File: src/rtl/dm_arbiter_if.sv
`default_nettype none
// ============================================================================
// Module   : dm_arbiter_if
// Purpose  : Two-master request/ack bus plus the shared data-memory pins.
// Revision : 1.0
// ============================================================================
interface dm_arbiter_if #(
    parameter int ADDR_W = 12,
    parameter int DATA_W = 32
);
    logic              m0_req;
    logic              m0_write;
    logic [ADDR_W-1:0] m0_addr;
    logic [DATA_W-1:0] m0_wdata;
    logic [DATA_W-1:0] m0_rdata;
    logic              m0_ack;

    logic              m1_req;
    logic              m1_write;
    logic [ADDR_W-1:0] m1_addr;
    logic [DATA_W-1:0] m1_wdata;
    logic [DATA_W-1:0] m1_rdata;
    logic              m1_ack;

    logic              DM_enable;
    logic              DM_read;
    logic              DM_write;
    logic [ADDR_W-1:0] DM_address;
    logic [DATA_W-1:0] DM_in;
    logic [DATA_W-1:0] DM_out;

    logic              busy;
    logic [1:0]        grant;

    // Arbiter side
    modport slave (
        input  m0_req, m0_write, m0_addr, m0_wdata,
        input  m1_req, m1_write, m1_addr, m1_wdata,
        input  DM_out,
        output m0_rdata, m0_ack, m1_rdata, m1_ack,
        output DM_enable, DM_read, DM_write, DM_address, DM_in,
        output busy, grant
    );

    // Requesters and memory side
    modport master (
        output m0_req, m0_write, m0_addr, m0_wdata,
        output m1_req, m1_write, m1_addr, m1_wdata,
        output DM_out,
        input  m0_rdata, m0_ack, m1_rdata, m1_ack,
        input  DM_enable, DM_read, DM_write, DM_address, DM_in,
        input  busy, grant
    );
endinterface
`default_nettype wire

File: src/rtl/dm_arbiter.sv
`default_nettype none
// ============================================================================
// Module   : dm_arbiter
// Purpose  : Round-robin sharing of one data-memory port between two masters
//            with a fixed, parameterised access latency and one-cycle ack.
// Revision : 1.0
// ============================================================================
module dm_arbiter #(
    parameter int ADDR_W      = 12,
    parameter int DATA_W      = 32,
    parameter int MEM_LATENCY = 1
) (
    input  wire logic   clock,
    input  wire logic   reset,
    dm_arbiter_if.slave bus
);
    localparam int                 c_CNT_W = 4;
    localparam logic [c_CNT_W-1:0] c_LAT   = c_CNT_W'(MEM_LATENCY);
    localparam logic [c_CNT_W-1:0] c_ONE   = c_CNT_W'(1);

    typedef enum logic [1:0] {
        S_IDLE   = 2'd0,
        S_ACCESS = 2'd1,
        S_RESP   = 2'd2
    } state_t;

    state_t              r_state;
    logic [c_CNT_W-1:0]  r_cnt;
    logic                r_last_grant;
    logic [1:0]          r_grant;
    logic                r_busy;
    logic                r_en;
    logic                r_rd;
    logic                r_wr;
    logic [ADDR_W-1:0]   r_addr;
    logic [DATA_W-1:0]   r_din;
    logic [1:0]          r_ack;
    logic [DATA_W-1:0]   r_rdata0;
    logic [DATA_W-1:0]   r_rdata1;

    logic                w_any_req;
    logic                w_pick_m1;
    logic                w_write;
    logic [ADDR_W-1:0]   w_addr;
    logic [DATA_W-1:0]   w_wdata;

    assign w_any_req = bus.m0_req | bus.m1_req;
    // On a tie the master that was not served last wins.
    assign w_pick_m1 = bus.m1_req & (~bus.m0_req | ~r_last_grant);
    assign w_write   = w_pick_m1 ? bus.m1_write : bus.m0_write;
    assign w_addr    = w_pick_m1 ? bus.m1_addr  : bus.m0_addr;
    assign w_wdata   = w_pick_m1 ? bus.m1_wdata : bus.m0_wdata;

    // The DM strobe registers double as the latched command.
    always_ff @(posedge clock or negedge reset) begin
        if (!reset) begin
            r_state      <= S_IDLE;
            r_cnt        <= '0;
            r_last_grant <= 1'b1;
            r_grant      <= 2'b00;
            r_busy       <= 1'b0;
            r_en         <= 1'b0;
            r_rd         <= 1'b0;
            r_wr         <= 1'b0;
            r_addr       <= '0;
            r_din        <= '0;
            r_ack        <= 2'b00;
            r_rdata0     <= '0;
            r_rdata1     <= '0;
        end else begin
            r_ack <= 2'b00;
            case (r_state)
                S_IDLE: begin
                    if (w_any_req) begin
                        r_grant <= w_pick_m1 ? 2'b10 : 2'b01;
                        r_busy  <= 1'b1;
                        r_cnt   <= c_LAT;
                        r_en    <= 1'b1;
                        r_rd    <= ~w_write;
                        r_wr    <= w_write;
                        r_addr  <= w_addr;
                        r_din   <= w_write ? w_wdata : '0;
                        r_state <= S_ACCESS;
                    end
                end
                S_ACCESS: begin
                    r_cnt <= r_cnt - c_ONE;
                    if (r_cnt == c_ONE) begin
                        if (!r_wr) begin
                            if (r_grant[0]) r_rdata0 <= bus.DM_out;
                            else            r_rdata1 <= bus.DM_out;
                        end
                        r_en    <= 1'b0;
                        r_rd    <= 1'b0;
                        r_wr    <= 1'b0;
                        r_addr  <= '0;
                        r_din   <= '0;
                        r_ack   <= r_grant;
                        r_state <= S_RESP;
                    end
                end
                S_RESP: begin
                    r_last_grant <= r_grant[1];
                    r_grant      <= 2'b00;
                    r_busy       <= 1'b0;
                    r_state      <= S_IDLE;
                end
                default: begin
                    r_state <= S_IDLE;
                end
            endcase
        end
    end

    assign bus.DM_enable  = r_en;
    assign bus.DM_read    = r_rd;
    assign bus.DM_write   = r_wr;
    assign bus.DM_address = r_addr;
    assign bus.DM_in      = r_din;
    assign bus.m0_ack     = r_ack[0];
    assign bus.m1_ack     = r_ack[1];
    assign bus.m0_rdata   = r_rdata0;
    assign bus.m1_rdata   = r_rdata1;
    assign bus.busy       = r_busy;
    assign bus.grant      = r_grant;
endmodule
`default_nettype wire

File: src/flat_wrapper.sv
// flat-port wrapper written by rule: the top's interface ports become plain ports
module dm_arbiter_flat 
#(
    parameter int ADDR_W      = 12,
    parameter int DATA_W      = 32,
    parameter int MEM_LATENCY = 1
)
  (clock, reset, bus_m0_req, bus_m0_write, bus_m0_addr, bus_m0_wdata, bus_m1_req, bus_m1_write, bus_m1_addr, bus_m1_wdata, bus_DM_out, bus_m0_rdata, bus_m0_ack, bus_m1_rdata, bus_m1_ack, bus_DM_enable, bus_DM_read, bus_DM_write, bus_DM_address, bus_DM_in, bus_busy, bus_grant);
  dm_arbiter_if #(.ADDR_W(ADDR_W), .DATA_W(DATA_W)) bus_i ();
  input  wire logic clock;
  input  wire logic reset;
  input wire logic [$bits(bus_i.m0_req)-1:0] bus_m0_req;
  input wire logic [$bits(bus_i.m0_write)-1:0] bus_m0_write;
  input wire logic [$bits(bus_i.m0_addr)-1:0] bus_m0_addr;
  input wire logic [$bits(bus_i.m0_wdata)-1:0] bus_m0_wdata;
  input wire logic [$bits(bus_i.m1_req)-1:0] bus_m1_req;
  input wire logic [$bits(bus_i.m1_write)-1:0] bus_m1_write;
  input wire logic [$bits(bus_i.m1_addr)-1:0] bus_m1_addr;
  input wire logic [$bits(bus_i.m1_wdata)-1:0] bus_m1_wdata;
  input wire logic [$bits(bus_i.DM_out)-1:0] bus_DM_out;
  output wire logic [$bits(bus_i.m0_rdata)-1:0] bus_m0_rdata;
  output wire logic [$bits(bus_i.m0_ack)-1:0] bus_m0_ack;
  output wire logic [$bits(bus_i.m1_rdata)-1:0] bus_m1_rdata;
  output wire logic [$bits(bus_i.m1_ack)-1:0] bus_m1_ack;
  output wire logic [$bits(bus_i.DM_enable)-1:0] bus_DM_enable;
  output wire logic [$bits(bus_i.DM_read)-1:0] bus_DM_read;
  output wire logic [$bits(bus_i.DM_write)-1:0] bus_DM_write;
  output wire logic [$bits(bus_i.DM_address)-1:0] bus_DM_address;
  output wire logic [$bits(bus_i.DM_in)-1:0] bus_DM_in;
  output wire logic [$bits(bus_i.busy)-1:0] bus_busy;
  output wire logic [$bits(bus_i.grant)-1:0] bus_grant;
  assign bus_i.m0_req = bus_m0_req;
  assign bus_i.m0_write = bus_m0_write;
  assign bus_i.m0_addr = bus_m0_addr;
  assign bus_i.m0_wdata = bus_m0_wdata;
  assign bus_i.m1_req = bus_m1_req;
  assign bus_i.m1_write = bus_m1_write;
  assign bus_i.m1_addr = bus_m1_addr;
  assign bus_i.m1_wdata = bus_m1_wdata;
  assign bus_i.DM_out = bus_DM_out;
  assign bus_m0_rdata = bus_i.m0_rdata;
  assign bus_m0_ack = bus_i.m0_ack;
  assign bus_m1_rdata = bus_i.m1_rdata;
  assign bus_m1_ack = bus_i.m1_ack;
  assign bus_DM_enable = bus_i.DM_enable;
  assign bus_DM_read = bus_i.DM_read;
  assign bus_DM_write = bus_i.DM_write;
  assign bus_DM_address = bus_i.DM_address;
  assign bus_DM_in = bus_i.DM_in;
  assign bus_busy = bus_i.busy;
  assign bus_grant = bus_i.grant;
  dm_arbiter #(.ADDR_W(ADDR_W), .DATA_W(DATA_W), .MEM_LATENCY(MEM_LATENCY)) u_core (.clock(clock), .reset(reset), .bus(bus_i));
endmodule
File: config.mk
export PLATFORM = sky130hd
export DESIGN_NAME = dm_arbiter_flat
export DESIGN_NICKNAME = d
export VERILOG_FILES = /design/src/rtl/dm_arbiter_if.sv /design/src/rtl/dm_arbiter.sv /design/src/flat_wrapper.sv
export SDC_FILE = /design/constraint.sdc
export NUM_CORES = 1
export LEC_CHECK = 0
export ABC_AREA = 1
export CAP_MARGIN = 20
export CORE_AREA = 2 2 113 115
export CTS_CLUSTER_SIZE = 16
export DETAILED_ROUTE_END_ITERATION = 8
export DIE_AREA = 0 0 115 117
export PLACE_DENSITY = 0.88
export SLEW_MARGIN = 5
export SYNTH_ARGS = -nofsm -noshare
export SYNTH_HDL_FRONTEND = slang
export SYNTH_SLANG_ARGS = --single-unit
export TNS_END_PERCENT = 50
File: constraint.sdc
create_clock -name clock -period 2.3 [get_ports clock]
set_clock_uncertainty 0.15 [all_clocks]
set_input_delay 0.23 -clock clock [delete_from_list [all_inputs] [get_ports clock]]
set_output_delay 0.23 -clock clock [all_outputs]
set_load 0.01 [all_outputs]
Word level (Yosys, flattened, before mapping) --
Cells that the tools add are included.
Word-level totals: logic and storage cells 64, input port bits 126, register bits after elaboration 123, output and inout bits 116
Operators by class: add/sub/neg operators 1, eq/ne operators 5, mux-type cells 28, reductions and logical operators 9, bitwise logic cells 8
Operators with widths (count):
- two-way mux 32 bit | 4
- case mux 32 bit (2 select lines) | 1
- two-way mux 12 bit | 3
- case mux 12 bit (2 select lines) | 1
- two-way mux 2 bit | 6
- case mux 1 bit (2 select lines) | 4
- case mux 2 bit (2 select lines) | 2
- case mux 4 bit (2 select lines) | 1
- AND reduction 4 bit | 2
- AND reduction 2 bit | 3
- two-way mux 1 bit | 5
- inverter 1 bit | 5
- == test 4 x 1 -> 1 bit, second input constant | 1
- two-way mux 4 bit | 1
- != test 2 x 1 -> 1 bit, second input constant | 2
- nonzero test 2 bit | 2
- subtractor 4 x 1 -> 4 bit, second input constant | 1
- AND reduction 3 bit | 1
- == test 2 x 1 -> 1 bit, second input constant | 1
- == test 2 bit, second input constant | 1
- logical NOT 2 bit | 1
- bitwise OR 1 bit | 2
- bitwise AND 1 bit | 1

Logic depth before layout (Yosys ltp) --
Gate-level depths: netlist (run 1).
word-level depth 7, mapped depth 9, gate-level depth less buffers 7

Least setup slack after synthesis (run 1) --
Ideal clock, no wire load.
path type register to register, start register u_core.r_last_grant, end register u_core.r_rd (netlist: u_core.bus.DM_read), slack 0.791 ns, period minus slack after synthesis 1.509 ns, arrival 1.241 ns, setup time 0.118 ns, data required time 2.032 ns, stages on the path, launching flop included 8, cells stage by stage dfstp_2 -> nand2_1 -> nand2_1 -> buf_2 -> nor2_1 -> nor2_4 -> buf_6 -> nor2_1
On the way: longest elaborated chain between the ends 7
Ends and longest elaborated chain:
- start, declared | line dm_arbiter.sv:29 | logic r_last_grant;
- start signal, assigned | line dm_arbiter.sv:103 | r_last_grant <= r_grant[1];
- inverter 1 bit | line dm_arbiter.sv:49 | assign w_pick_m1 = bus.m1_req & (~bus.m0_req | ~r_last_grant);
- bitwise OR 1 bit | line dm_arbiter.sv:49
- bitwise AND 1 bit | line dm_arbiter.sv:49
- two-way mux 1 bit | line dm_arbiter.sv:50 | assign w_write = w_pick_m1 ? bus.m1_write : bus.m0_write;
- inverter 1 bit | line dm_arbiter.sv:79 | r_rd <= ~w_write;
- two-way mux 1 bit | line dm_arbiter.sv:74 | if (w_any_req) begin
- case mux 1 bit (2 select lines) | line dm_arbiter.sv:72 | case (r_state)
- end signal, assigned | line dm_arbiter.sv:79
- end, declared | line dm_arbiter.sv:33 | logic r_rd;
No other way between the ends. The select of a mux whose other input is x is not followed. A chain may end at the register's enable or synchronous reset.

Worst setup path in the final report (run 1) --
start register u_core.r_last_grant, end register u_core.r_din[15] (netlist: u_core.bus.DM_in[15])
On the way: longest elaborated chain between the ends 7, elaborated cells between the ends (all ways) 8, those cells by class mux (5); bitwise (3)
Ends and longest elaborated chain:
- inverter 1 bit (*) | line dm_arbiter.sv:49
- bitwise OR 1 bit (*) | line dm_arbiter.sv:49
- bitwise AND 1 bit (*) | line dm_arbiter.sv:49
- two-way mux 32 bit or two-way mux 1 bit (tied branches) | line dm_arbiter.sv:52, dm_arbiter.sv:50
- two-way mux 32 bit (*) | line dm_arbiter.sv:82 | r_din <= w_write ? w_wdata : '0;
- two-way mux 32 bit (*) | line dm_arbiter.sv:74
- case mux 32 bit (2 select lines) (*) | line dm_arbiter.sv:72
- end signal, assigned | line dm_arbiter.sv:82
- end, declared | line dm_arbiter.sv:36 | logic [DATA_W-1:0] r_din;
Every way passes the cells marked *; elsewhere a longest branch is shown, timed or not. The select of a mux whose other input is x is not followed.

==> results of run 1 <==
cells by family after synthesis:
kind of cell	Yosys count	share of synthesized area
compound gates	8	0.00791
xor+xnor	1	0.00163
fa+ha+maj	2	0.00465
buf+inv	48	0.0472
flops	123	0.572
simple gates	479	0.366
where the power goes:
group | internal (W) | total, W | leakage [nW] | switching [W]
Clock | 0.00174 | 0.00273 | 0.290 | 0.000988
Combinational | 0.00259 | 0.00528 | 2.38 | 0.00268
Sequential | 0.00320 | 0.00381 | 1.53 | 0.000606
Total | 0.00754 | 0.0118 | 4.20 | 0.00427
worst max-delay path, delay by kind of cell (launching register included):
kind                   cells  cell delay, ns
AND/OR/NAND/NOR            6            0.60
flip-flops                 1            0.53
buffers and inverters      2            0.49
stage by stage:
stage,worst slack [ns],power (W)
4_1_cts,0.386,0.0119
6_report,0.410,0.0118
3_5_place_dp,0.203,0.00912
2_1_floorplan,0.791,0.00629
5_1_grt,0.254,0.0126
3_3_place_gp,0.247,0.00900
final cells by class:
type / instances / area [µm²] / area share
clock buffer: 19 / 443 / 0.0520
sequential: 123 / 3080 / 0.361
clock inverter: 13 / 166 / 0.0195
timing repair buffer: 255 / 2550 / 0.300
multi-input combinational: 490 / 2050 / 0.240
tap: 150 / 188 / 0.0220
inverter: 11 / 41.3 / 0.00485
layer usage:
metal / global-route usage / routed length (µm) / vias to the layer above
met4: 0.101 / 355 / 0
met3: 0.0695 / 1320 / 31
met1: 0.273 / 5900 / 2409
met2: 0.384 / 7590 / 227
met5: 0 / 0 / -
li1: - / - / 2542
cells in the mapped netlist (3+ instances only):
library cell and instances:
buf_6 3, clkbuf_1 5, nand2_1 366, inv_1 5, o21ai_0 4, dfrtp_1 122
nor2_1 12, inv_2 5, buf_2 23, nand2_2 3, buf_4 6, nand3_1 91
flip-flops by register name (all words and copies together) (netlist names):
name	flops
u_core.r_last_grant	1
u_core.r_ack	2
u_core.bus.DM_address	12
u_core.r_cnt	4
u_core.bus.m1_rdata	32
u_core.bus.m0_rdata	32
u_core.bus.DM_enable	1
u_core.bus.DM_write	1
u_core.bus.DM_read	1
u_core.bus.grant	2
u_core.bus.DM_in	32
u_core.r_state	2
u_core.bus.busy	1
timing repair:
action | 4_1_cts | 5_1_grt
hold endpoints to repair | 122 | 0
hold buffers | 1 | 0
buffers inserted | 0 | 0
setup endpoints to repair | 0 | 0
worst max path at each step:
stage                                    start                                   end  cells after the start
5_1_grt        u_core.r_last_grant$_DFFE_PN1P_       u_core.bus.DM_in[1]$_DFFE_PN0P_                      8
3_3_place_gp                        bus_m1_req  u_core.bus.DM_address[3]$_DFFE_PN0P_                      5
2_1_floorplan  u_core.r_last_grant$_DFFE_PN1P_        u_core.bus.DM_read$_DFFE_PN0P_                      7
4_1_cts            u_core.r_cnt[1]$_DFFE_PN0P_    u_core.bus.m0_rdata[3]$_DFFE_PN0P_                      7
3_5_place_dp                        bus_m0_req      u_core.bus.DM_in[15]$_DFFE_PN0P_                      9
6_report       u_core.r_last_grant$_DFFE_PN1P_      u_core.bus.DM_in[15]$_DFFE_PN0P_                      8
layout by cell type, fill, tap and decap left out:
cell type | Yosys | final
a21oi_1 | 2 | 2
buf_12 | 0 | 3
buf_4 | 6 | 11
bufinv_16 | 0 | 3
clkbuf_1 | 5 | 1
clkbuf_16 | 0 | 17
clkbuf_8 | 0 | 1
clkdlybuf4s50_1 | 0 | 240
clkinv_1 | 1 | 1
clkinv_2 | 0 | 2
clkinv_4 | 0 | 3
clkinvlp_4 | 0 | 3
dfrtp_1 | 122 | 122
dfstp_2 | 1 | 1
dlygate4sd3_1 | 0 | 1
ha_1 | 2 | 2
inv_1 | 5 | 5
inv_2 | 5 | 5
inv_6 | 0 | 2
nand2_1 | 366 | 366
nand2_2 | 3 | 3
nand3_1 | 91 | 91
nand3_2 | 1 | 1
nor2_1 | 12 | 12
nor2_2 | 1 | 1
nor2_4 | 2 | 2
nor3_1 | 1 | 1
nor3_4 | 2 | 2
o21ai_0 | 4 | 3
o21ai_1 | 0 | 1
o22ai_1 | 2 | 2
xor2_1 | 1 | 1
==> results.cfg, run 1 <==
[layout]
stdcell_count = 1061
stdcell_area_um2 = 8520
layout-drive-gt1-share = 0.0659
diodes = 0
syn_to_final_growth_pct = 58.4
fin_nets = 1026
n_fill_cell = 987
utilization = 0.692

[clock_tree]
cts_tree = built
post_cts_resized = 0
cts_max_level = 4
clkSinkCount = 123
clk_latency_ns = 0.40
cts-buffers-inserted = 17
clk_pin_slew_ns = 0.06
clockRootBuffer = clkbuf_16
clk_path_buf_depth = 2

[timing]
fin_crit_sh = 0.822
hold_violations = 0
finalSetupViolCount = 0
fin_tns_setup_ns = 0
hold_slack_ns = 0.241
rsz0062_at_grt = false
min_period_ns = 1.89
maxSlewHeadroom = 0.522
max_freq_mhz = 529
slew_viol_final = 0
tightest_slew_ns = 0.715

[yosys]
netlist_top_cells_area = dfrtp_1 57%, nand2_1 26%, nand3_1 8.5%
synth_top_flop_cell = dfrtp_1
synth.cell_area_um2 = 5380
synth_cells = 661
synth_edf_count = 0
yosysUniqueCellTypes = 23
syn-num-nets = 789
syn_avg_cell_area_um2 = 8.14
synth_top_area_frac = 0.568
synth-seq-cells = 123
async_reset_ff_frac = 1.00
yosys.area.top_type = dfrtp_1
seq_area_frac_synth = 0.572
synth_warnings = 0

[placement]
globalplace.congestion = 0.832
dpl.hpwl_um = 10800
placed_cells = 1028
place_area_um2 = 7900
port_buffers = 241

[global_route]
grt_max_degree = 71
track_usage = 0.228
grt_first_pass_wirelength_um = 24200
grt_pass1_vias = 5066
antenna_found_initial = 0
grt-ovfl-total = 0

[setup_path]
reg2reg_slack_ns = 0.41
critPathKind = flip-flop to flip-flop
required_ns = 2.44
start_kind = flip-flop
path_cells = nand2_1, nand2_1, clkinv_1, buf_4, nand2_1, nand2_1, nand2_1, nand2_1
cpPeakStageDelay_ns = 0.53
r2r_start = u_core.r_last_grant$_DFFE_PN1P_
critical-path-slowest-cell = dfstp_2
critPathMaxFanout = 31
worst_path_most_repeated_cell = nand2_1
r2r_end = u_core.bus.DM_in[15]$_DFFE_PN0P_
cp.arrival_ns = 2.03
reg2reg_depth = 8
end_kind = flip-flop

[drt]
postRouteWirelength_um = 15200
drc = 0
dr.pass1.iters = 4
avgRoutedWirePerCell_um = 14.3
via_per_inst = 4.91
num_vias = 5209
drtAntennaViolNets = 0
drt_iter0_drc = 354

[pwr]
ir_worst_vdd_mv = 0.817
leakagePower_nw = 4.20
power-per-cell-area_nw_per_um2 = 1390

[status]
status = finished, final reports clean

[die]
row_count = 41
pin_count = 242
fp.coreArea_um2 = 12300
die_y_um = 117
start_util = 0.437
die-width_um = 115
die-area_um2 = 13500

[min_path]
hold_path.class = input pin to async pin

[run]
maxCapViolations = 0
Power figures use the tool's default switching activity.
==> inputs of run 2 (changes only) <==
--- a/config.mk
+++ b/config.mk
@@ -7,11 +7,11 @@
 export LEC_CHECK = 0
 export ABC_AREA = 1
 export CAP_MARGIN = 20
-export CORE_AREA = 2 2 113 115
+export CORE_AREA = 2 2 117 119
 export CTS_CLUSTER_SIZE = 16
 export DETAILED_ROUTE_END_ITERATION = 8
-export DIE_AREA = 0 0 115 117
-export PLACE_DENSITY = 0.88
+export DIE_AREA = 0 0 119 121
+export PLACE_DENSITY = 0.83
 export SLEW_MARGIN = 5
 export SYNTH_ARGS = -nofsm -noshare
 export SYNTH_HDL_FRONTEND = slang
==> constraint.sdc (replaced) <==
create_clock -name clock -period 1.8 [get_ports clock]
set_clock_uncertainty 0.15 [all_clocks]
set_input_delay 0.18 -clock clock [delete_from_list [all_inputs] [get_ports clock]]
set_output_delay 0.18 -clock clock [all_outputs]
set_load 0.01 [all_outputs]
==> run 2 against run 1 <==
Clock-buffer cell count increased by 5. Total power increased by 25%. Worst setup slack got worse by 0.33 ns. Global-route usage decreased by 1.0 points. Die area increased by 7.0%. Critical path depth decreased by 7. Highest routed layer unchanged. Clock power increased by 8.4%.
==> results.cfg, run 2 (synthesized netlist as in run 1, its figures left out) <==
[status]
status = finished, final reports clean

[die]
die_y_um = 121
start_util = 0.411
row_count = 42
fp.coreArea_um2 = 13100
die-width_um = 119
die-area_um2 = 14400
pin_count = 242

[global_route]
grt-ovfl-total = 0
grt_max_degree = 53
grt_first_pass_wirelength_um = 24700
antenna_found_initial = 0
track_usage = 0.218
grt_pass1_vias = 4958

[setup_path]
path_buf_inv = 1
critical-path-slowest-cell = clkdlybuf4s50_1
path_cells = clkdlybuf4s50_1
critPathKind = flip-flop to output port
cp.arrival_ns = 1.39
cp.depth = 1
crit_family = buffers and inverters
required_ns = 1.47
start_kind = flip-flop
cpPeakStageDelay_ns = 0.57
end_kind = output port
reg2reg_slack_ns = 0.12
critPathMaxFanout = 3
reg2reg_depth = 8

[layout]
stdcell_count = 1096
n_fill_cell = 1049
final_common_cell = nand2_1
mostFrequentLayoutCells = 366 x nand2_1, 239 x clkdlybuf4s50_1, 121 x dfrtp_1
multiInputGateArea_um2 = 2050
utilization = 0.660
seqCellArea_um2 = 3080
syn_to_final_growth_pct = 60.5
fin_nets = 1036
diodes = 0
layout-drive-gt1-share = 0.0717

[clock_tree]
postCtsSetupRepairBufs = 0
cts_max_level = 4
clockRootBuffer = clkbuf_16
clk_latency_ns = 0.41
cts-buffers-inserted = 17
clkSinkCount = 123
clk_path_buf_depth = 2
clk_pin_slew_ns = 0.05
cts_tree = built

[run]
maxCapViolations = 0

[pwr]
ir_worst_vdd_mv = 0.735
leakagePower_nw = 4.25
power-per-cell-area_nw_per_um2 = 1710

[timing]
maxSlewHeadroom = 0.523
slew_viol_final = 0
finalWorstSetupSlack_ns = 0.0762
max_freq_mhz = 580
finalSetupViolCount = 0
tightest_slew_ns = 0.713
hold_violations = 0
hold_slack_ns = 0.111
rsz0062_at_grt = false
fin_crit_sh = 0.958
min_period_ns = 1.72

[placement]
port_buffers = 241
pre_cts_slack_ns = -0.116
globalplace.congestion = 0.816
placed_cells = 1064
dpl.hpwl_um = 11000

[drt]
drc = 0
dr.pass1.iters = 5
avgRoutedWirePerCell_um = 13.9
drtAntennaViolNets = 0
drt_iter0_drc = 464
via_per_inst = 4.81
postRouteWirelength_um = 15300
num_vias = 5271

[min_path]
hold_path.class = input pin to async pin
run 2: cell types whose count changed in the layout (fill, tap and decap cells not counted):
| cell | change |
|---|---|
| clkbuf_8 | +1 |
| clkinv_4 | -2 |
| clkdlybuf4s50_1 | -1 |
| clkbuf_1 | +4 |
| dfrtp_1 | -1 |
| bufinv_16 | -3 |
| inv_6 | -2 |
| buf_4 | +2 |
| buf_12 | +8 |
| clkinvlp_4 | -1 |
| clkinv_2 | +2 |
| dfrtp_2 | +1 |
| dlygate4sd2_1 | +1 |
run 2: path summary, 6_finish.rpt:
| check | from | end |
|---|---|---|
| max in group asynchronous | reset | u_core.r_last_grant$_DFFE_PN1P_ |
| worst min-delay path | reset | u_core.bus.m1_rdata[2]$_DFFE_PN0P_ |
| worst max register to register | u_core.r_last_grant$_DFFE_PN1P_ | u_core.bus.DM_in[4]$_DFFE_PN0P_ |
| min in group clock | bus_m0_addr[7] | u_core.bus.DM_address[7]$_DFFE_PN0P_ |
| worst max-delay path | u_core.bus.grant[0]$_DFFE_PN0P_ | bus_grant[0] |
| worst min register to register | u_core.bus.m1_rdata[26]$_DFFE_PN0P_ | u_core.bus.m1_rdata[26]$_DFFE_PN0P_ |
run 2: stage by stage:
stage / power [W] / TNS [ns] / area, µm²
after floorplan: 0.00804 / 0 / 5380
final: 0.0147 / 0 / 8630
after detailed placement: 0.0119 / -1.11 / 8110
after global placement: 0.0117 / -0.244 / 8110
after global routing: 0.0157 / 0 / 8630
after CTS: 0.0149 / 0 / 8630
run 2: timing repair:
| item | CTS | global route |
|---|---|---|
| hold buffers | 1 | 0 |
| gates resized for setup | 2 | 0 |
| endpoints found under the setup margin | 1 | 0 |
| hold endpoints to repair | 122 | 0 |
run 2: layer usage:
metal	vias up	GRT usage	share of wire
met1	2457	0.269	0.41
met5	-	0	0
met2	225	0.362	0.50
met4	0	0.0826	0.016
li1	2565	-	-
met3	24	0.0667	0.079
run 2: cell type report:
| class | count | area share |
|---|---|---|
| clock inverters | 7 | 0.00507 |
| multi-input cells | 490 | 0.237 |
| inverters | 11 | 0.00478 |
| repair buffers | 265 | 0.316 |
| flip-flops and latches | 123 | 0.357 |
| well taps | 176 | 0.0255 |
| clock buffers | 24 | 0.0546 |
run 2: where the power goes:
part	total, W	internal, W	switching (W)
Combinational	0.00690	0.00346	0.00343
Clock	0.00296	0.00181	0.00115
Sequential	0.00487	0.00410	0.000774
Total	0.0147	0.00937	0.00536
==> inputs of run 3 (changes only) <==
--- a/config.mk
+++ b/config.mk
@@ -6,12 +6,13 @@
 export NUM_CORES = 1
 export LEC_CHECK = 0
 export ABC_AREA = 1
+export ABC_CLOCK_PERIOD_IN_PS = 1800
 export CAP_MARGIN = 20
 export CORE_AREA = 2 2 117 119
 export CTS_CLUSTER_SIZE = 16
 export DETAILED_ROUTE_END_ITERATION = 8
 export DIE_AREA = 0 0 119 121
-export PLACE_DENSITY = 0.83
+export PLACE_DENSITY = 0.77
 export SLEW_MARGIN = 5
 export SYNTH_ARGS = -nofsm -noshare
 export SYNTH_HDL_FRONTEND = slang
==> run 3 against run 2 <==
Die area did not move. Utilization increased by 0.34 points. Non-clock buffer count rose by 2. Sequential share of layout area fell by 0.19 points. Largest power group unchanged.
==> results.cfg, run 3 (synthesized netlist as in run 1, its figures left out) <==
[timing]
tightest_slew_ns = 0.438
maxSlewHeadroom = 0.708
slew_viol_final = 0
finalWorstSetupSlack_ns = 0.0488
min_period_ns = 1.75
finalSetupViolCount = 0
fin_tns_setup_ns = 0
fin_crit_sh = 0.973
rsz0062_at_grt = false
hold_violations = 0
max_freq_mhz = 571

[clock_tree]
cts-buffers-inserted = 17
cts_max_level = 4
clk_latency_ns = 0.41
cts_tree = built
clockRootBuffer = clkbuf_16
postCtsSetupRepairBufs = 0
clkSinkCount = 123
clk_pin_slew_ns = 0.06
clk_path_buf_depth = 2

[setup_path]
critPathMaxFanout = 4
crit_family = buffers and inverters
required_ns = 1.47
start_kind = flip-flop
cp.depth = 1
r2r_start = u_core.r_last_grant$_DFFE_PN1P_
path_cells = clkdlybuf4s50_1
end_kind = output port
critPathKind = flip-flop to output port
path_buf_inv = 1
cp.arrival_ns = 1.42
critical-path-slowest-cell = clkdlybuf4s50_1
reg2reg_slack_ns = 0.16
reg2reg_depth = 8
cp-endpoint = bus_DM_write
r2r_end = u_core.bus.DM_in[14]$_DFFE_PN0P_
cpPeakStageDelay_ns = 0.58
startpoint = u_core.bus.DM_write$_DFFE_PN0P_

[placement]
dpl.hpwl_um = 11000
globalplace.congestion = 0.778
port_buffers = 241
pre_cts_slack_ns = -0.141
place_area_um2 = 8100

[min_path]
hold_path.class = input pin to async pin

[die]
die-area_um2 = 14400
die_y_um = 121
die-width_um = 119
row_count = 42
fp.coreArea_um2 = 13100
start_util = 0.411
pin_count = 242

[pwr]
leakagePower_nw = 4.26
pwr-share-seq = 0.322
power.total_w = 0.0151
p_int_w = 0.00955
ir_worst_vdd_mv = 0.836
combinationalPowerShare = 0.465
p_sw_w = 0.00552
p_clk_frac = 0.213
power-per-cell-area_nw_per_um2 = 1740
switching_share = 0.366

[run]
maxCapViolations = 0

[drt]
drtAntennaViolNets = 0
via_per_inst = 4.78
postRouteWirelength_um = 15600
dr.pass1.iters = 4
drt_iter0_drc = 324
avgRoutedWirePerCell_um = 14.2
num_vias = 5248
drc = 0

[layout]
final_common_cell = nand2_1
mostFrequentLayoutCells = 365 x nand2_1, 240 x clkdlybuf4s50_1, 121 x dfrtp_1
stdcell_area_um2 = 8680
syn_to_final_growth_pct = 61.3
diodes = 0
layout-drive-gt1-share = 0.0823
fin_nets = 1038

[global_route]
grt_first_pass_wirelength_um = 25700
grt_pass1_vias = 5111
track_usage = 0.226
grt-ovfl-total = 0
grt_max_degree = 49
antenna_found_initial = 0

[status]
status = finished, final reports clean
-- run 3: worst min path at each step --
stage	start	end	cells past startpoint	slack, ns
final	reset	u_core.bus.m1_rdata[10]$_DFFE_PN0P_	2	0.09
after global routing	reset	u_core.bus.m1_rdata[10]$_DFFE_PN0P_	2	0.11
after CTS	reset	u_core.bus.m1_rdata[10]$_DFFE_PN0P_	2	0.09
after detailed placement	reset	u_core.bus.m1_rdata[10]$_DFFE_PN0P_	1	-0.03
after global placement	reset	u_core.bus.m0_rdata[10]$_DFFE_PN0P_	1	-0.03
after floorplan	reset	u_core.bus.DM_address[0]$_DFFE_PN0P_	0	-0.27
-- run 3: cell type report --
cell class / count / area, µm²
clock buffers: 18 / 439
clock inverters: 14 / 121
fillers: 1099 / 4410
inverters: 11 / 41.3
multi-input cells: 490 / 2050
flip-flops and latches: 123 / 3080
well taps: 176 / 220
repair buffers: 267 / 2720
-- run 3: per-stage QoR --
step                instances   util  hold slack [ns]
finish                   1099  0.663           0.0854
global route             1099  0.663            0.108
CTS                      1099  0.662           0.0878
detailed placement       1066  0.619          -0.0326
global placement         1066  0.619          -0.0316
floorplan                 661      -           -0.266
-- run 3: power by group through the flow --
stage | clock (W) | combinational, W | sequential (W)
after global routing | 0.00342 | 0.00773 | 0.00501
final | 0.00321 | 0.00701 | 0.00485
after global placement | 0 | 0.00695 | 0.00484
after detailed placement | 0 | 0.00707 | 0.00486
after CTS | 0.00327 | 0.00711 | 0.00485
after floorplan | 0 | 0.00264 | 0.00540
-- run 3: routing by layer --
layer  up-vias  part of all wire  track usage
met3        13             0.080       0.0728
met2       229              0.48        0.355
met5         -                 0            0
li1       2571                 -            -
met4         0             0.011       0.0677
met1      2435              0.43        0.299
-- run 3: what timing repair did --
item,CTS,global route
hold buffers,1,0
endpoints found under the setup margin,1,31
hold endpoints to repair,123,0
gates resized for setup,1,3
==> RTL change 1, RTL diff (config.mk and constraints of run 2) <==
Make the reset (`reset`) synchronous in one clocked block.
--- a/src/rtl/dm_arbiter.sv
+++ b/src/rtl/dm_arbiter.sv
@@ -52,7 +52,7 @@
     assign w_wdata   = w_pick_m1 ? bus.m1_wdata : bus.m0_wdata;
 
     // The DM strobe registers double as the latched command.
-    always_ff @(posedge clock or negedge reset) begin
+    always_ff @(posedge clock) begin
         if (!reset) begin
             r_state      <= S_IDLE;
             r_cnt        <= '0;
Function: differs if reset is asserted again (counterexample within 4 cycles, from zero or initial values and one cycle with reset low); with reset held inactive, the same outputs for 10 cycles.
==> RTL change 1 against run 2 <==
Sequential cell count did not move. Wire length increased by 14%. Design area up 2.9%. Area after synthesis up 4.0%. Via count increased by 17%. Highest routed layer unchanged. Register-to-register slack better by 70 ps. Worst setup slack improved by 26 ps. Critical endpoint is now bus_grant[1].
Power is not compared: it rests on default switching activity, and its combinational part moved more than twofold at a synthesized area within 25%.
==> RTL change 1: results (changes against run 2) <==
metric;value;unit;change
wl;17.46;mm;+14%
synth_xor_area_frac;0;;-0.001628
ys_async_sr_fraction;0;;-1.000
detail_route.iter0.violations;501;;+8.0%
synth_fa_ha_area_frac;0.004472;;-0.0001800
seq_area_frac_synth;0.4401;;-0.1324
place_hpwl;12.30;mm;+12%
drive_gt1_frac;0.07512;;+0.003378
synth_fp_nets;950;;+20%
max_slew_margin;0.7819;;+0.2587
critPathArrivalTime;1370;ps;-20 ps
grt_pass1_vias;5836;;+18%
synth.distinct_cells;24;;+4.3%
fillers;1106;;+5.4%
synthTopCellsByArea;dfxtp_1 (44%), nand3_1 (15%), nand2_1 (11%), nor2_1 (11%), a21oi_1 (3.8%);;
status;finished, final reports clean;;
hold_ws;271.2;ps;+159.8 ps
grt_max_degree;57;;+7.5%
syn-instance-count;822;;+24%
synth_compound_gate_area_share;0.04428;;+0.03637
place.gp.congestion;0.9771;;+20%
dp_cells;1210;;+14%
min_period;1697;ps;-26.34 ps
yosys_most_used_dff;dfxtp_1;;
finalNonFillerCells;1241;;+13%
yosys-top-cells-count;nand2_1 (169), nand3_1 (168), nor2_1 (166);;
dp_slack;-23.91;ps;+92.54 ps
vias;6152;;+17%
RTL change 1: cell count changes after synthesis, moves of 2 or more:
cell             run 2  this run
a21oi_1              2        42
buf_1                0         6
buf_4                6        13
buf_6                3         6
clkbuf_1             5        13
dfrtp_1            122         0
dfxtp_1              0       123
inv_1                5        55
nand2_1            366       169
nand3_1             91       168
nand4_1              0        12
nor2_1              12       166
o211ai_1             0         3
o22ai_1              2         0
RTL change 1: cell type report:
cell class / count / share of cell area
flip-flops and latches: 123 / 0.2774
multi-input cells: 577 / 0.2881
inverters: 61 / 0.02578
clock buffers: 18 / 0.04944
repair buffers: 274 / 0.3177
well taps: 176 / 0.02479
clock inverters: 12 / 0.01690
RTL change 1: path summary, 6_finish.rpt:
path / from / end / cells past startpoint
max: u_core.bus.grant[1]$_SDFFE_PN0P_ / bus_grant[1] / 1
min: bus_DM_out[24] / u_core.bus.m0_rdata[24]$_SDFFE_PN0P_ / 5
max reg2reg: u_core.r_cnt[1]$_SDFFE_PN0P_ / u_core.bus.m0_rdata[21]$_SDFFE_PN0P_ / 7
min reg2reg: u_core.bus.m1_rdata[25]$_SDFFE_PN0P_ / u_core.bus.m1_rdata[25]$_SDFFE_PN0P_ / 2
RTL change 1: power breakdown:
| group | total [mW] | switching [mW] | leakage (nW) | internal, mW |
|---|---|---|---|---|
| clock | 3.40 | 1.21 | 0.283 | 2.19 |
| sequential | 3.02 | 0.107 | 1.00 | 2.91 |
| combinational | 1.87 | 0.955 | 2.46 | 0.916 |
RTL change 1: metal layers:
metal	global-route usage	wire length (um)
met2	0.4271	8571
met5	0	0
met3	0.08788	1615
met4	0.1324	724
met1	0.2624	6544
RTL change 1: repair_timing:
action,CTS,global route
setup endpoints to repair,2,1
setup buffers,0,0
resized for setup,2,1
hold endpoints to repair,9,0
hold buffers,1,0
==> RTL change 2, RTL diff (config.mk and constraints of run 2) <==
Made on the original files. `ADDR_W` is set to 12 in 3 places; all go to 13.
--- a/src/rtl/dm_arbiter_if.sv
+++ b/src/rtl/dm_arbiter_if.sv
@@ -5,7 +5,7 @@
 // Revision : 1.0
 // ============================================================================
 interface dm_arbiter_if #(
-    parameter int ADDR_W = 12,
+    parameter int ADDR_W = 13,
     parameter int DATA_W = 32
 );
     logic              m0_req;
--- a/src/rtl/dm_arbiter.sv
+++ b/src/rtl/dm_arbiter.sv
@@ -6,7 +6,7 @@
 // Revision : 1.0
 // ============================================================================
 module dm_arbiter #(
-    parameter int ADDR_W      = 12,
+    parameter int ADDR_W      = 13,
     parameter int DATA_W      = 32,
     parameter int MEM_LATENCY = 1
 ) (
--- a/src/flat_wrapper.sv
+++ b/src/flat_wrapper.sv
@@ -1,7 +1,7 @@
 // flat-port wrapper written by rule: the top's interface ports become plain ports
 module dm_arbiter_flat 
 #(
-    parameter int ADDR_W      = 12,
+    parameter int ADDR_W      = 13,
     parameter int DATA_W      = 32,
     parameter int MEM_LATENCY = 1
 )
Interface: changed (resized bus_DM_address, bus_m0_addr and bus_m1_addr); port bits go from 242 to 245. No check against the original RTL was run, so the function may have changed too.
==> RTL change 2 against run 2 <==
Design area is 2.3% higher. First-iteration DRC count shrank 25%. Wire length increased by 3.3%. Area after synthesis increased by 1.8%. Sequential cell count grew 1. Critical path depth did not move. Clock power rose by 19%. Worst setup slack worse by 43 ps. Total power up 5.5%.
==> RTL change 2: results (changes against run 2) <==
metric;value;unit;change
seq_area_frac_synth;0.5667;;-0.005762
syn-instance-count;666;;+0.76%
grtUsageMet2;0.3858;;+0.02407
met3_usage;0.07096;;+0.004229
p_comb;7.12;mW;+3.2%
grt_max_degree;65;;+23%
grt_usage;0.2256;;+0.007242
place.gp.congestion;0.7874;;-3.5%
status;finished, final reports clean;;
vias_per_cell;4.793;;-0.33%
power_density;1760;nW/um^2;+3.2%
cp_max_fo;4;;+1
detail_route.iter0.violations;347;;-25%
synth_fa_ha_area_frac;0.004568;;-0.00008395
fin_nets;1045;;+0.87%
worstReg2RegEnd;u_core.bus.DM_in[31]$_DFFE_PN0P_;;
p_seq_frac;0.315;;-0.016
intPower;9.933;mW;+6.0%
worstMarginPinSlew;504.8;ps;-207.8 ps
synth_fp_nets;796;;+0.89%
place_hpwl;10.98;mm;+0.21%
hold_ws;109.3;ps;-2.095 ps
cp-startpoint;u_core.bus.DM_write$_DFFE_PN0P_;;
synth.distinct_cells;25;;+8.7%
placed_area;8202;um^2;+1.2%
period_share;0.9818;;+0.02416
fillers;1010;;-3.7%
drive_gt1_frac;0.08297;;+0.01124
yosys-top-cells-count;nand2_1 (368), dfrtp_1 (123), nand3_1 (93);;
critPathArrivalTime;1440;ps;+50 ps
synth_xor_area_frac;0.001599;;-0.00002938
grt_pass1_vias;5046;;+1.8%
synth_compound_gate_area_share;0.008451;;+0.0005425
grtUsageMet1;0.2695;;+0.0004603
grt_pass1_wl;25.37;mm;+2.8%
peakVddDrop;0.8821;mV;+20%
met2WireLength;7.978;mm;+5.4%
leakagePower;4.320;nW;+1.7%
wl_met3;1.191;mm;-0.67%
wire_per_inst;14.26;um;+2.5%
endpoint;bus_DM_write;;
drt-met1-wl;6.312;mm;+1.3%
r2r_cells;9;;+1
finalNonFillerCells;1104;;+0.73%
antennaDiodeCount;0;;unchanged
==> RTL change 2: cell types whose count changed after synthesis, moves of 2 or more <==
cell | before | now
inv_2 | 5 | 7
buf_6 | 3 | 7
nand3_1 | 91 | 93
nor2_2 | 1 | 3
nand2_1 | 366 | 368
buf_2 | 23 | 20
nor2_1 | 12 | 10
==> RTL change 2: layout make-up <==
type / instances / area [um^2] / area share
clock inverter: 13 / 163.9 / 0.01856
tap: 176 / 220.2 / 0.02493
timing repair buffer: 267 / 2753 / 0.3117
inverter: 11 / 41.29 / 0.004675
multi-input combinational: 494 / 2096 / 0.2373
sequential: 124 / 3105 / 0.3516
clock buffer: 19 / 452.9 / 0.05128
==> RTL change 2: what timing repair did <==
action / in CTS / in global routing
hold endpoints to repair: 123 / 0
gates resized for setup: 2 / 0
hold buffers: 1 / 0
endpoints found under the setup margin: 2 / 0
